===== config.mk =====
export PLATFORM = sky130hd
export DESIGN_NAME = ddr3_cmd_decoder
export DESIGN_NICKNAME = d
export VERILOG_FILES = /design/src/rtl/ddr3_cmd_decoder.sv
export SDC_FILE = /design/constraint.sdc
export NUM_CORES = 1
export LEC_CHECK = 0
export CAP_MARGIN = 15
export CORE_MARGIN = 1.5
export CORE_UTILIZATION = 47
export DETAILED_ROUTE_END_ITERATION = 8
export DONT_BUFFER_PORTS = 1
export PLACE_DENSITY = 0.66
export SLEW_MARGIN = 20
export SYNTH_ARGS = -nofsm -noshare
export SYNTH_HDL_FRONTEND = slang
export SYNTH_SLANG_ARGS = --single-unit
export TNS_END_PERCENT = 20

===== constraint.sdc =====
create_clock -name clk_i -period 4 [get_ports clk_i]
set_clock_uncertainty 0.15 [all_clocks]
set_input_delay 0.8 -clock clk_i [delete_from_list [all_inputs] [get_ports clk_i]]
set_output_delay 0.8 -clock clk_i [all_outputs]
set_load 0.01 [all_outputs]

===== src/rtl/ddr3_cmd_decoder.sv =====
// ddr3_cmd_decoder: DDR3 command-bus receiver with init tracking, mode registers, bank state and protocol/timing checks
// Ports:
//   clk_i, rst_ni                       clock and asynchronous active-low reset
//   rst_neg_i, cke_i                    DRAM reset (active-low) and clock enable from the controller
//   cs_i, ras_i, cas_i, we_i            active-low command strobes
//   ba_i, a_i, odt_i                    bank, address, on-die termination
//   cmd_valid_o/cmd_code_o              registered decode (pulse on non-NOP)
//   cmd_bank_o/cmd_addr_o/odt_q_o       registered ba/a/odt
//   init_done_o, bank_open_o, mr0..3_o  init status, per-bank open flags, mode registers {ba,a}
//   err_valid_o/err_code_o/err_count_o  violation pulse, code and saturating count
module ddr3_cmd_decoder #(
  parameter int T_RCD = 5,
  parameter int T_RP  = 5,
  parameter int T_MRD = 4,
  parameter int CNT_W = 4
) (
  input  logic        clk_i,
  input  logic        rst_ni,
  input  logic        rst_neg_i,
  input  logic        cke_i,
  input  logic        cs_i,
  input  logic        ras_i,
  input  logic        cas_i,
  input  logic        we_i,
  input  logic [2:0]  ba_i,
  input  logic [15:0] a_i,
  input  logic        odt_i,
  output logic        cmd_valid_o,
  output logic [2:0]  cmd_code_o,
  output logic [2:0]  cmd_bank_o,
  output logic [15:0] cmd_addr_o,
  output logic        odt_q_o,
  output logic        init_done_o,
  output logic [7:0]  bank_open_o,
  output logic [18:0] mr0_o,
  output logic [18:0] mr1_o,
  output logic [18:0] mr2_o,
  output logic [18:0] mr3_o,
  output logic        err_valid_o,
  output logic [2:0]  err_code_o,
  output logic [7:0]  err_count_o
);
  typedef enum logic [2:0] {RESET_WAIT, CKE_WAIT, MRS_SEQ, ZQ_WAIT, READY} state_e;
  localparam logic [2:0] C_NOP = 3'd0, C_MRS = 3'd1, C_REF = 3'd2, C_PRE = 3'd3;
  localparam logic [2:0] C_ACT = 3'd4, C_WR = 3'd5, C_RD = 3'd6, C_ZQ = 3'd7;
  localparam logic [2:0] E_NONE = 3'd0, E_NRDY = 3'd1, E_ORD = 3'd2, E_OPEN = 3'd3;
  localparam logic [2:0] E_CLOSED = 3'd4, E_RCD = 3'd5, E_RP = 3'd6, E_MRD = 3'd7;
  localparam logic [CNT_W-1:0] RCD = CNT_W'(T_RCD), RP = CNT_W'(T_RP), MRD = CNT_W'(T_MRD);
  localparam logic [CNT_W-1:0] ONE = CNT_W'(1);
  state_e state_q, state_d;
  logic [1:0] seq_q, seq_d;
  logic [7:0] open_q, open_d;
  logic [3:0][18:0] mr_q, mr_d;
  logic [7:0][CNT_W-1:0] act_cnt_q, act_cnt_d, pre_cnt_q, pre_cnt_d;
  logic [CNT_W-1:0] mrd_cnt_q, mrd_cnt_d;
  logic [2:0] code, err, exp_ba, cmd_code_q, cmd_bank_q, err_code_q;
  logic [15:0] cmd_addr_q;
  logic [7:0] err_count_q;
  logic tmrd, cmd_valid_q, odt_q, err_valid_q;

  function automatic logic [CNT_W-1:0] inc(input logic [CNT_W-1:0] c);
    return &c ? c : c + ONE;
  endfunction

  // {ras,cas,we} = 111 is NOP and the remaining patterns map to codes in ascending order
  assign code = (cs_i || !cke_i) ? C_NOP : {ras_i, cas_i, we_i} + 3'd1;
  assign exp_ba = seq_q == 2'd0 ? 3'd2 : seq_q == 2'd1 ? 3'd3 : seq_q == 2'd2 ? 3'd1 : 3'd0;
  // elapsed counters read k at the edge k cycles after their event
  assign tmrd = code != C_NOP && mrd_cnt_q < MRD;

  always_comb begin
    state_d = state_q;
    seq_d = seq_q;
    open_d = open_q;
    mr_d = mr_q;
    mrd_cnt_d = inc(mrd_cnt_q);
    for (int i = 0; i < 8; i++) begin
      act_cnt_d[i] = inc(act_cnt_q[i]);
      pre_cnt_d[i] = inc(pre_cnt_q[i]);
    end
    err = E_NONE;
    if (!rst_neg_i) begin
      state_d = RESET_WAIT;
      seq_d = '0;
      open_d = '0;
      mr_d = '0;
    end else if (state_q != READY) begin
      if (state_q == RESET_WAIT) state_d = CKE_WAIT;
      if (state_q == CKE_WAIT && cke_i) state_d = MRS_SEQ;
      if (code == C_MRS && state_q == MRS_SEQ && ba_i == exp_ba) begin
        err = tmrd ? E_MRD : E_NONE;
        mr_d[ba_i[1:0]] = {ba_i, a_i};
        mrd_cnt_d = ONE;
        seq_d = seq_q + 2'd1;
        if (&seq_q) state_d = ZQ_WAIT;
      end else if (code == C_ZQ && state_q == ZQ_WAIT) begin
        err = tmrd ? E_MRD : E_NONE;
        state_d = READY;
      end else if (code == C_MRS) err = E_ORD;
      else if (code != C_NOP) err = E_NRDY;
    end else begin
      case (code)
        C_MRS: if (!ba_i[2]) begin
          err = |open_q ? E_OPEN : tmrd ? E_MRD : E_NONE;
          if (!(|open_q)) begin
            mr_d[ba_i[1:0]] = {ba_i, a_i};
            mrd_cnt_d = ONE;
          end
        end
        C_REF: err = |open_q ? E_OPEN : tmrd ? E_MRD : E_NONE;
        C_PRE: begin
          err = tmrd ? E_MRD : E_NONE;
          for (int i = 0; i < 8; i++)
            if (a_i[10] || ba_i == 3'(i)) begin
              open_d[i] = 1'b0;
              pre_cnt_d[i] = ONE;
            end
        end
        C_ACT: begin
          err = open_q[ba_i] ? E_OPEN : tmrd ? E_MRD : pre_cnt_q[ba_i] < RP ? E_RP : E_NONE;
          if (!open_q[ba_i]) begin
            open_d[ba_i] = 1'b1;
            act_cnt_d[ba_i] = ONE;
          end
        end
        C_WR, C_RD: err = !open_q[ba_i] ? E_CLOSED : tmrd ? E_MRD : act_cnt_q[ba_i] < RCD ? E_RCD : E_NONE;
        C_ZQ: err = tmrd ? E_MRD : E_NONE;
        default: ;
      endcase
    end
  end

  always_ff @(posedge clk_i or negedge rst_ni)
    if (!rst_ni) begin
      state_q <= RESET_WAIT;
      seq_q <= '0;
      open_q <= '0;
      mr_q <= '0;
      act_cnt_q <= '1;
      pre_cnt_q <= '1;
      mrd_cnt_q <= '1;
      cmd_valid_q <= 1'b0;
      cmd_code_q <= '0;
      cmd_bank_q <= '0;
      cmd_addr_q <= '0;
      odt_q <= 1'b0;
      err_valid_q <= 1'b0;
      err_code_q <= '0;
      err_count_q <= '0;
    end else begin
      state_q <= state_d;
      seq_q <= seq_d;
      open_q <= open_d;
      mr_q <= mr_d;
      act_cnt_q <= act_cnt_d;
      pre_cnt_q <= pre_cnt_d;
      mrd_cnt_q <= mrd_cnt_d;
      cmd_valid_q <= code != C_NOP;
      cmd_code_q <= code;
      cmd_bank_q <= ba_i;
      cmd_addr_q <= a_i;
      odt_q <= odt_i;
      err_valid_q <= err != E_NONE;
      err_code_q <= err;
      err_count_q <= (err != E_NONE && !(&err_count_q)) ? err_count_q + 8'd1 : err_count_q;
    end

  assign cmd_valid_o = cmd_valid_q;
  assign cmd_code_o = cmd_code_q;
  assign cmd_bank_o = cmd_bank_q;
  assign cmd_addr_o = cmd_addr_q;
  assign odt_q_o = odt_q;
  assign init_done_o = state_q == READY;
  assign bank_open_o = open_q;
  assign {mr3_o, mr2_o, mr1_o, mr0_o} = mr_q;
  assign err_valid_o = err_valid_q;
  assign err_code_o = err_code_q;
  assign err_count_o = err_count_q;
endmodule


==> results.sh, run 1 <==
export IMPL_detailedPlace_worstSlack_ns=0.356
export IMPL_grt_total_usage=0.227
export IMPL_synth_compound_area_share=0.169
export IMPL_initialDrtViolationCount=455
export IMPL_syn_mean_instance_area_um2=11.1
export IMPL_placed_cells=998
export IMPL_yosysTopAreaCell="dfrtp_1"
export IMPL_seq_area_um2=4890
export IMPL_boundary_pins=149
export IMPL_path_class="flip-flop to flip-flop"
export IMPL_core_area_um2=18100
export IMPL_p_seq_frac=0.484
export IMPL_yosys_area_share_simple=0.152
export IMPL_clk_network_pwr_share=0.281
export IMPL_grt_antenna_before_repair=0
export IMPL_report_power_total_mw=6.41
export IMPL_grt_pass1_vias=6644
export IMPL_grt_first_pass_wirelength_mm=34.6
export IMPL_post_cts_setup_buffers=0
export IMPL_dp_final_hpwl_mm=14.5
export IMPL_count_of_nets_after_finishing=839
export IMPL_routedWlPerCell_um=20.7
export IMPL_die_height_um=139
export IMPL_number_of_cts_inserted_buffers=17
export IMPL_power_switching_share=0.333
export IMPL_synth_async_sr_flop_share=1.00
export IMPL_fin_util=0.533
export IMPL_layoutNonFillerInstCount=1031
export IMPL_final_fill_count=1520
export IMPL_synth_edff_count=0
export IMPL_finalWorstPathRequiredPeriod_ns=3.27
export IMPL_power_report_internal_total_mw=4.28
export IMPL_multi_input_comb_area_um2=3680
export IMPL_p_per_cell_area_nw_per_um2=665
export IMPL_synth_xor_area_share=0.0239
export IMPL_achievable_frequency_mhz=306
export IMPL_count_of_endpoints_failing_hold_in_the_final_timing_report=0
export IMPL_io_buffer_count=0
export IMPL_run_status="finished with violations"
export IMPL_num_rows=49
export IMPL_route_final_wire_length_mm=21.3
export IMPL_effective_utilization_at_floorplan=0.483
export IMPL_crit_reg2reg_launch="seq_q[0]"
export IMPL_synth_area_leaders="dfrtp_1, dfstp_2, a22o_1"
export IMPL_detail_route_antenna_nets=0
export IMPL_whs_ns=0.0514
export IMPL_synth_top_family_by_area="compound AO/OA/AOI/OAI gates"
export IMPL_switchingPower_mw=2.14
export IMPL_post_synthesis_cell_area_um2=8740
export IMPL_globalRoute_totalOverflow=0
export IMPL_cts_repair_resizes=0
export IMPL_number_of_nets_produced_by_synthesis=837
export IMPL_cp_data_arrival_time_ns=3.43
export IMPL_ys_dominant_reg_cell="dfrtp_1"
export IMPL_worst_slew_pin_slew_ns=0.873
export IMPL_cts_clk_slew_worst_paths_ns=0.08
export IMPL_n_antenna_cell=0
export IMPL_grt_setup_unrepaired="false"
export IMPL_r2r_worst_path_cells=11
export IMPL_synth_top_area_frac=0.355
export IMPL_place_congestion=0.890
export IMPL_cts_path_max_buffers=2
export IMPL_htreeDepth=4
export IMPL_post_route_cells_drive_above_1_share=0.170
export IMPL_yosysUniqueCellTypes=67
export IMPL_crit_reg2reg_capture="err_count_o[2]"
export IMPL_post_synth_fa_ha_maj_area_fraction=0.0315
export IMPL_cellLeakagePower_nw=4.28
export IMPL_dieWidth_um=139
export IMPL_comb_power_share=0.235
export IMPL_largest_net_degree_at_the_start_of_global_routing=125
export IMPL_finalWorstSetupSlack_ns=0.730
export IMPL_cts_tree="yes"
export IMPL_timing_critical_path_to_type="flip-flop"
export IMPL_start_kind="flip-flop"
export IMPL_synth_mux_area_frac=0.0454
export IMPL_vias=6401
export IMPL_detailed_place_area_um2=8980
export IMPL_peakVddDrop_mv=0.320
export IMPL_worst_r2r_setup_slack_ns=0.73
export IMPL_synth_sequential_area_ratio=0.559
export IMPL_final_common_cell="dfrtp_1"
export IMPL_report_final_setup_viol=0
export IMPL_post_route_drc_count=8
export IMPL_synth_cells=787
export IMPL_numClockSinks=192
export IMPL_min_delay_path_class="input pin to async pin"
export IMPL_synth_ff_latch_count=192
export IMPL_finalInstanceArea_um2=9650
export IMPL_max_cap_viol_count=0
export IMPL_violated_checks="design-rule violations"
export IMPL_maxSlewHeadroom=0.418
export IMPL_min_period_over_period=0.817
export IMPL_layout_area_overhead_vs_synth_pct=10.3
export IMPL_drv_slew=0
export IMPL_routed_via_density=6.21
export IMPL_clk_root_buffer_cell="clkbuf_16"
export IMPL_cts_hold_buffers=1
export IMPL_detailed_routing_iteration_count_for_the_pre_antenna_repair_pass=9
export IMPL_fin_setup_tns_ns=0
export IMPL_insertion_delay_ns=0.43
export IMPL_timing_critical_path_fanout_max=6
export IMPL_die_area_um2=19400
export IMPL_worst_endpoint_required_ns=4.16
export IMPL_layout_cells_most_common_list="dfrtp_1, nor2_1, dfstp_2"
export IMPL_synthesis_yosys_warnings=0
worst max-delay path, cell delays in order (launching register included):
cell and delay [ns]:
dfrtp_1 0.39, inv_1 0.08, ha_1 0.20, or3_4 0.36, a2111o_1 0.51, a2bb2oi_1 0.17
o211ai_1 0.25, o211ai_1 0.18, nor4_4 0.31, inv_2 0.09, and2_4 0.17, mux2_4 0.28
how the worst max path moves through the flow:
| stage | from | end | slack, ns | cells past startpoint |
|---|---|---|---|---|
| after detailed placement | cas_i | err_count_o[2] | 0.36 | 10 |
| after global routing | seq_q[0] | err_count_o[1] | 0.56 | 11 |
| final | seq_q[0] | err_count_o[2] | 0.73 | 11 |
| after CTS | seq_q[0] | err_count_o[2] | 0.72 | 11 |
| after floorplan | cas_i | err_count_o[7] | 0.57 | 10 |
| after global placement | cas_i | err_count_o[2] | 0.39 | 10 |
flip-flops by register name, indices dropped and copies added (netlist names):
| name | cells |
|---|---|
| act_cnt_q | 32 |
| bank_open_o | 8 |
| cmd_addr_o | 16 |
| cmd_bank_o | 3 |
| cmd_code_o | 3 |
| cmd_valid_o | 1 |
| err_code_o | 3 |
| err_count_o | 8 |
| err_valid_o | 1 |
| mr0_o | 19 |
| mr1_o | 19 |
| mr2_o | 19 |
| mr3_o | 18 |
| mrd_cnt_q | 4 |
| odt_q_o | 1 |
| pre_cnt_q | 32 |
| seq_q | 2 |
| state_q | 3 |
routing by layer:
layer | GRT usage | share of wire | up-vias
li1 | - | - | 2897
met1 | 0.286 | 0.41 | 3191
met2 | 0.366 | 0.48 | 285
met3 | 0.0754 | 0.090 | 28
met4 | 0.0834 | 0.018 | 0
met5 | 0 | 0 | -
cell type report:
cell class / count / share of cell area
clock buffer: 18 / 0.0445
clock inverter: 14 / 0.0221
inverter: 10 / 0.00389
multi-input combinational: 556 / 0.382
sequential: 192 / 0.507
tap: 229 / 0.0297
timing repair buffer: 12 / 0.0114
synth_stat cells, types with 11 or more instances:
cell      instances
dfrtp_1         124
ha_1             22
a211oi_1         19
mux2i_1          19
clkbuf_1         22
a31oi_1          18
nand2_1          40
nor3_1           27
xnor2_1          18
nand3_1          42
dfstp_2          68
and2_1           11
nor2_1          116
o21ai_0          39
a22o_1           64
a21oi_1          16
power groups by stage:
stage | combinational [mW] | clock, mW | sequential (mW)
detailed placement | 1.48 | 0 | 3.12
CTS | 1.52 | 1.85 | 3.09
global placement | 1.34 | 0 | 3.07
floorplan | 1.22 | 0 | 2.98
finish | 1.51 | 1.80 | 3.10
global route | 1.72 | 1.92 | 3.18
logic make-up after synthesis:
family	count (synthesis)
DFF	192
AOI/OAI and AO/OA	200
buffers and inverters	39
adders and majority gates	22
muxes	32
and+or+nand+nor	279
xor gates and xnor gates	23
(Power assumes the default switching activity.)
==> run 2: changes to the inputs <==
--- a/config.mk
+++ b/config.mk
@@ -10,7 +10,7 @@
 export CORE_UTILIZATION = 47
 export DETAILED_ROUTE_END_ITERATION = 8
 export DONT_BUFFER_PORTS = 1
-export PLACE_DENSITY = 0.66
+export PLACE_DENSITY = 0.68
 export SLEW_MARGIN = 20
 export SYNTH_ARGS = -nofsm -noshare
 export SYNTH_HDL_FRONTEND = slang
==> constraint.sdc (replaced) <==
create_clock -name clk_i -period 2.9 [get_ports clk_i]
set_clock_uncertainty 0.15 [all_clocks]
set_input_delay 0.58 -clock clk_i [delete_from_list [all_inputs] [get_ports clk_i]]
set_output_delay 0.58 -clock clk_i [all_outputs]
set_load 0.01 [all_outputs]
==> results.sh, run 2 (same netlist as run 1, synthesis figures left out) <==
export IMPL_worst_path_cell_with_the_longest_stage_delay="a2111o_1"
export IMPL_globalRoute_totalOverflow=0
export IMPL_initialDrtViolationCount=406
export IMPL_whs_ns=-0.301
export IMPL_p_per_cell_area_nw_per_um2=859
export IMPL_effective_utilization_at_floorplan=0.483
export IMPL_path_class="flip-flop to flip-flop"
export IMPL_worst_slew_pin_slew_ns=0.602
export IMPL_final_fill_count=1522
export IMPL_boundary_pins=149
export IMPL_highest_layer="met4"
export IMPL_route_final_wire_length_mm=22.1
export IMPL_drv_slew=0
export IMPL_htreeDepth=4
export IMPL_max_cap_viol_count=0
export IMPL_grt_first_pass_wirelength_mm=35.7
export IMPL_worst_r2r_setup_slack_ns=-0.20
export IMPL_grt_setup_unrepaired="true"
export IMPL_achievable_frequency_mhz=322
export IMPL_layout_area_overhead_vs_synth_pct=17.3
export IMPL_count_of_nets_after_finishing=909
export IMPL_detailed_routing_iteration_count_for_the_pre_antenna_repair_pass=7
export IMPL_numClockSinks=192
export IMPL_cp_buffers_inverters=1
export IMPL_routedWlPerCell_um=20.1
export IMPL_timing_critical_path_to_type="flip-flop"
export IMPL_vias=6612
export IMPL_detailedPlace_worstSlack_ns=-0.292
export IMPL_cellLeakagePower_nw=4.61
export IMPL_run_status="finished with violations"
export IMPL_worst_path_dominant_cell_family="compound AO/OA/AOI/OAI gates"
export IMPL_crit_start="seq_q[0]"
export IMPL_crit_reg2reg_launch="seq_q[0]"
export IMPL_grt_antenna_before_repair=0
export IMPL_num_rows=49
export IMPL_r2r_worst_path_cells=10
export IMPL_clk_root_buffer_cell="clkbuf_16"
export IMPL_cts_path_max_buffers=2
export IMPL_worstSetupPathDepth=10
export IMPL_violated_checks="design-rule violations, negative hold slack, negative setup slack"
export IMPL_dieWidth_um=139
export IMPL_grt_total_usage=0.233
export IMPL_io_buffer_count=0
export IMPL_finalWorstSetupSlack_ns=-0.201
export IMPL_largest_net_degree_at_the_start_of_global_routing=193
export IMPL_timing_critical_path_fanout_max=5
export IMPL_place_congestion=0.903
export IMPL_die_area_um2=19400
export IMPL_layout_cells_most_common_list="dfrtp_1, nor2_1, dfstp_2"
export IMPL_final_common_cell="dfrtp_1"
export IMPL_die_height_um=139
export IMPL_detail_route_antenna_nets=0
export IMPL_min_period_over_period=1.07
export IMPL_start_kind="flip-flop"
export IMPL_n_antenna_cell=0
export IMPL_crit_reg2reg_capture="err_count_o[7]"
export IMPL_fin_util=0.567
export IMPL_finalWorstPathRequiredPeriod_ns=3.10
export IMPL_number_of_cts_inserted_buffers=17
export IMPL_worst_setup_path_endpoint="err_count_o[7]"
export IMPL_metal_1_wl_mm=9.24
export IMPL_cell_by_cell_trace_of_the_critical_path="inv_2, ha_4, or3_4, a2111o_1, a2bb2oi_2, o211ai_1, o211ai_1, nor4_4, and4bb_1, mux2_4"
export IMPL_worst_path_largest_cell_delay_ns=0.53
export IMPL_cp_data_arrival_time_ns=3.27
export IMPL_largest_registers="act_cnt_q (32), pre_cnt_q (32)"
export IMPL_routed_via_density=6.01
export IMPL_grt_pass1_vias=6915
export IMPL_maxSlewHeadroom=0.597
export IMPL_core_area_um2=18100
export IMPL_post_route_drc_count=11
export IMPL_post_cts_setup_buffers=0
export IMPL_cts_tree="yes"
export IMPL_peakVddDrop_mv=0.398
export IMPL_report_final_setup_viol=8
export IMPL_insertion_delay_ns=0.44
export IMPL_worst_endpoint_required_ns=3.07
export IMPL_dp_final_hpwl_mm=15.5
export IMPL_met3WireLength_mm=1.47
export IMPL_cpMostUsedCell="o211ai_1"
export IMPL_post_route_cells_drive_above_1_share=0.231
export IMPL_dr_wl_met2_mm=11.0
export IMPL_cts_clk_slew_worst_paths_ns=0.07
export IMPL_count_of_endpoints_failing_hold_in_the_final_timing_report=174
export IMPL_min_delay_path_class="input pin to async pin"
-- run 2: changes by cell type in the layout (fill, tap and decap cells not counted), moves of 2 or more --
cell,delta
buf_4,+53
dlygate4sd3_1,+10
buf_12,+7
bufinv_16,-2
-- run 2: layer usage --
| metal | vias up | GRT usage |
|---|---|---|
| met1 | 3348 | 0.282 |
| met4 | 0 | 0.0767 |
| li1 | 3018 | - |
| met3 | 31 | 0.0606 |
| met5 | - | 0 |
| met2 | 215 | 0.407 |
-- run 2: repair_timing --
| action | CTS | global route |
|---|---|---|
| pin swaps | 1 | 0 |
| setup endpoints to repair | 8 | 9 |
| cloned | 0 | 0 |
| gates resized for setup | 4 | 1 |
| hold buffers | 9 | 1 |
| endpoints found under the hold margin | 201 | 193 |
-- run 2: cell type report --
class / instances / area, µm² / share of cell area
clock buffer: 17 / 425 / 0.0415
sequential: 192 / 4890 / 0.477
clock inverter: 14 / 164 / 0.0160
inverter: 10 / 37.5 / 0.00366
multi-input combinational: 556 / 3720 / 0.363
tap: 229 / 287 / 0.0279
timing repair buffer: 82 / 732 / 0.0714
-- run 2: worst min path at each step --
stage	start	to	slack, ns	cells after the start
6_report	rst_ni	cmd_valid_o	-0.30	0
5_1_grt	rst_ni	mr3_o[4]	-0.33	0
4_1_cts	rst_ni	seq_q[0]	-0.32	0
3_5_place_dp	rst_ni	seq_q[0]	0.14	0
3_3_place_gp	rst_ni	seq_q[1]	0.14	0
2_1_floorplan	rst_ni	bank_open_o[0]	0.13	0
-- run 2: report_power, final --
part / total [mW] / leakage (nW) / internal [mW] / switching [mW]
logic: 2.29 / 1.94 / 1.12 / 1.18
registers: 4.22 / 2.39 / 3.56 / 0.659
clock network: 2.30 / 0.284 / 1.16 / 1.14
total: 8.81 / 4.61 / 5.84 / 2.98
-- run 2: through the flow --
| step | cells | TNS [ns] | cell area, µm² | power (mW) |
|---|---|---|---|---|
| 3_5_place_dp | 1059 | -2.18 | 9550 | 6.53 |
| 3_3_place_gp | 1059 | -1.48 | 9550 | 6.24 |
| 2_1_floorplan | 787 | -0.653 | 8770 | 5.81 |
| 4_1_cts | 1099 | -1.53 | 10200 | 8.88 |
| 6_report | 1100 | -1.28 | 10300 | 8.81 |
| 5_1_grt | 1100 | -3.06 | 10300 | 9.37 |
==> run 3: changes to the inputs <==
==> constraint.sdc (replaced) <==
create_clock -name clk_i -period 2.9 [get_ports clk_i]
set_clock_uncertainty 0.15 [all_clocks]
set_input_delay 0.725 -clock clk_i [delete_from_list [all_inputs] [get_ports clk_i]]
set_output_delay 0.725 -clock clk_i [all_outputs]
set_load 0.01 [all_outputs]
==> results.sh, run 3 (same netlist as run 1, synthesis figures left out) <==
export IMPL_largest_registers="act_cnt_q (32), pre_cnt_q (32)"
export IMPL_violated_checks="design-rule violations, negative hold slack, negative setup slack"
export IMPL_grt_setup_unrepaired="true"
export IMPL_vias=6640
export IMPL_largest_net_degree_at_the_start_of_global_routing=193
export IMPL_globalRoute_totalOverflow=0
export IMPL_post_route_drc_count=8
export IMPL_p_seq_frac=0.484
export IMPL_detailed_routing_iteration_count_for_the_pre_antenna_repair_pass=9
export IMPL_cts_path_max_buffers=2
export IMPL_route_final_wire_length_mm=21.2
export IMPL_fin_util=0.561
export IMPL_boundary_pins=149
export IMPL_cp_data_arrival_time_ns=3.29
export IMPL_path_class="flip-flop to flip-flop"
export IMPL_run_status="finished with violations"
export IMPL_switchingPower_mw=2.90
export IMPL_htreeDepth=4
export IMPL_n_antenna_cell=0
export IMPL_grt_total_usage=0.225
export IMPL_finalWorstSetupSlack_ns=-0.227
export IMPL_timing_critical_path_to_type="flip-flop"
export IMPL_detailed_place_area_um2=9540
export IMPL_routedWlPerCell_um=19.3
export IMPL_min_period_over_period=1.08
export IMPL_min_delay_path_class="input pin to async pin"
export IMPL_fin_setup_tns_ns=-1.46
export IMPL_layout_cells_most_common_list="dfrtp_1, nor2_1, buf_4"
export IMPL_max_cap_viol_count=0
export IMPL_count_of_nets_after_finishing=902
export IMPL_grt_first_pass_wirelength_mm=34.9
export IMPL_achievable_frequency_mhz=320
export IMPL_grt_pass1_vias=6702
export IMPL_report_power_total_mw=8.77
export IMPL_finalWorstPathRequiredPeriod_ns=3.13
export IMPL_dieWidth_um=139
export IMPL_post_cts_setup_buffers=0
export IMPL_cts_tree="yes"
export IMPL_cts_clk_slew_worst_paths_ns=0.07
export IMPL_comb_power_share=0.248
export IMPL_clk_root_buffer_cell="clkbuf_16"
export IMPL_grt_antenna_before_repair=1
export IMPL_peakVddDrop_mv=0.505
export IMPL_core_area_um2=18100
export IMPL_effective_utilization_at_floorplan=0.483
export IMPL_die_area_um2=19400
export IMPL_report_final_setup_viol=8
export IMPL_io_buffer_count=0
export IMPL_place_congestion=0.867
export IMPL_p_per_cell_area_nw_per_um2=864
export IMPL_detail_route_antenna_nets=0
export IMPL_cellLeakagePower_nw=4.58
export IMPL_layout_area_overhead_vs_synth_pct=16.1
export IMPL_final_fill_count=1513
export IMPL_final_common_cell="dfrtp_1"
export IMPL_start_kind="flip-flop"
export IMPL_worst_endpoint_required_ns=3.06
export IMPL_dp_final_hpwl_mm=14.8
export IMPL_finalInstanceArea_um2=10100
export IMPL_num_rows=49
export IMPL_numClockSinks=192
export IMPL_die_height_um=139
export IMPL_count_of_endpoints_failing_hold_in_the_final_timing_report=134
export IMPL_power_report_internal_total_mw=5.87
export IMPL_timing_critical_path_fanout_max=4
export IMPL_number_of_cts_inserted_buffers=17
export IMPL_post_route_cells_drive_above_1_share=0.237
export IMPL_initialDrtViolationCount=352
export IMPL_power_switching_share=0.331
export IMPL_worst_slew_pin_slew_ns=0.637
export IMPL_routed_via_density=6.07
export IMPL_clk_network_pwr_share=0.268
export IMPL_insertion_delay_ns=0.43
export IMPL_whs_ns=-0.160
export IMPL_maxSlewHeadroom=0.573
export IMPL_drv_slew=0
run 3: worst paths after layout:
check	from	cells past startpoint	endpoint	slack, ns
max reg2reg	seq_q[0]	10	err_count_o[7]	-0.23
min in group clk_i	a_i[14]	0	cmd_addr_o[14]	0.17
min	rst_ni	0	cmd_valid_o	-0.16
max	seq_q[0]	10	err_count_o[7]	-0.23
min reg2reg	act_cnt_q[31]	2	act_cnt_q[30]	0.39
max in group asynchronous	rst_ni	0	mrd_cnt_q[2]	2.33
run 3: stage by stage:
stage,instances,setup WS (ns)
5_1_grt,1094,-0.351
4_1_cts,1094,-0.214
2_1_floorplan,787,-0.313
3_3_place_gp,1062,-0.368
3_5_place_dp,1062,-0.456
6_report,1094,-0.227
run 3: power by group through the flow:
stage	Sequential (mW)	Clock (mW)	Combinational (mW)
3_3_place_gp	4.19	0	1.96
6_report	4.24	2.35	2.18
2_1_floorplan	4.12	0	1.70
4_1_cts	4.23	2.40	2.18
5_1_grt	4.34	2.51	2.47
3_5_place_dp	4.27	0	2.16
run 3: worst max-delay path: stages (launching register included):
cell and delay (ns):
dfrtp_1 0.40, inv_2 0.07, ha_4 0.16, or3_4 0.36
a2111o_1 0.51, a2bb2oi_1 0.16, o211ai_1 0.20, o211ai_1 0.17
nor4_4 0.30, and4bb_1 0.24, mux2_4 0.29
run 3: repair_timing:
| action | 4_1_cts | 5_1_grt |
|---|---|---|
| endpoints found under the hold margin | 149 | 132 |
| resized for setup | 4 | 0 |
| endpoints found under the setup margin | 8 | 9 |
run 3: cell type report:
class,count,area (µm²),share of cell area
clock buffers,19,433,0.0427
flip-flops and latches,192,4890,0.482
repair buffers,75,617,0.0608
multi-input cells,556,3730,0.367
well taps,229,287,0.0282
inverters,10,37.5,0.00370
clock inverters,13,159,0.0157
run 3: metal layers:
layer	GRT usage	vias to the layer above	share of wire
li1	-	3010	-
met1	0.286	3359	0.43
met2	0.364	237	0.48
met3	0.0688	32	0.074
met4	0.0789	2	0.014
met5	0	-	0.00085
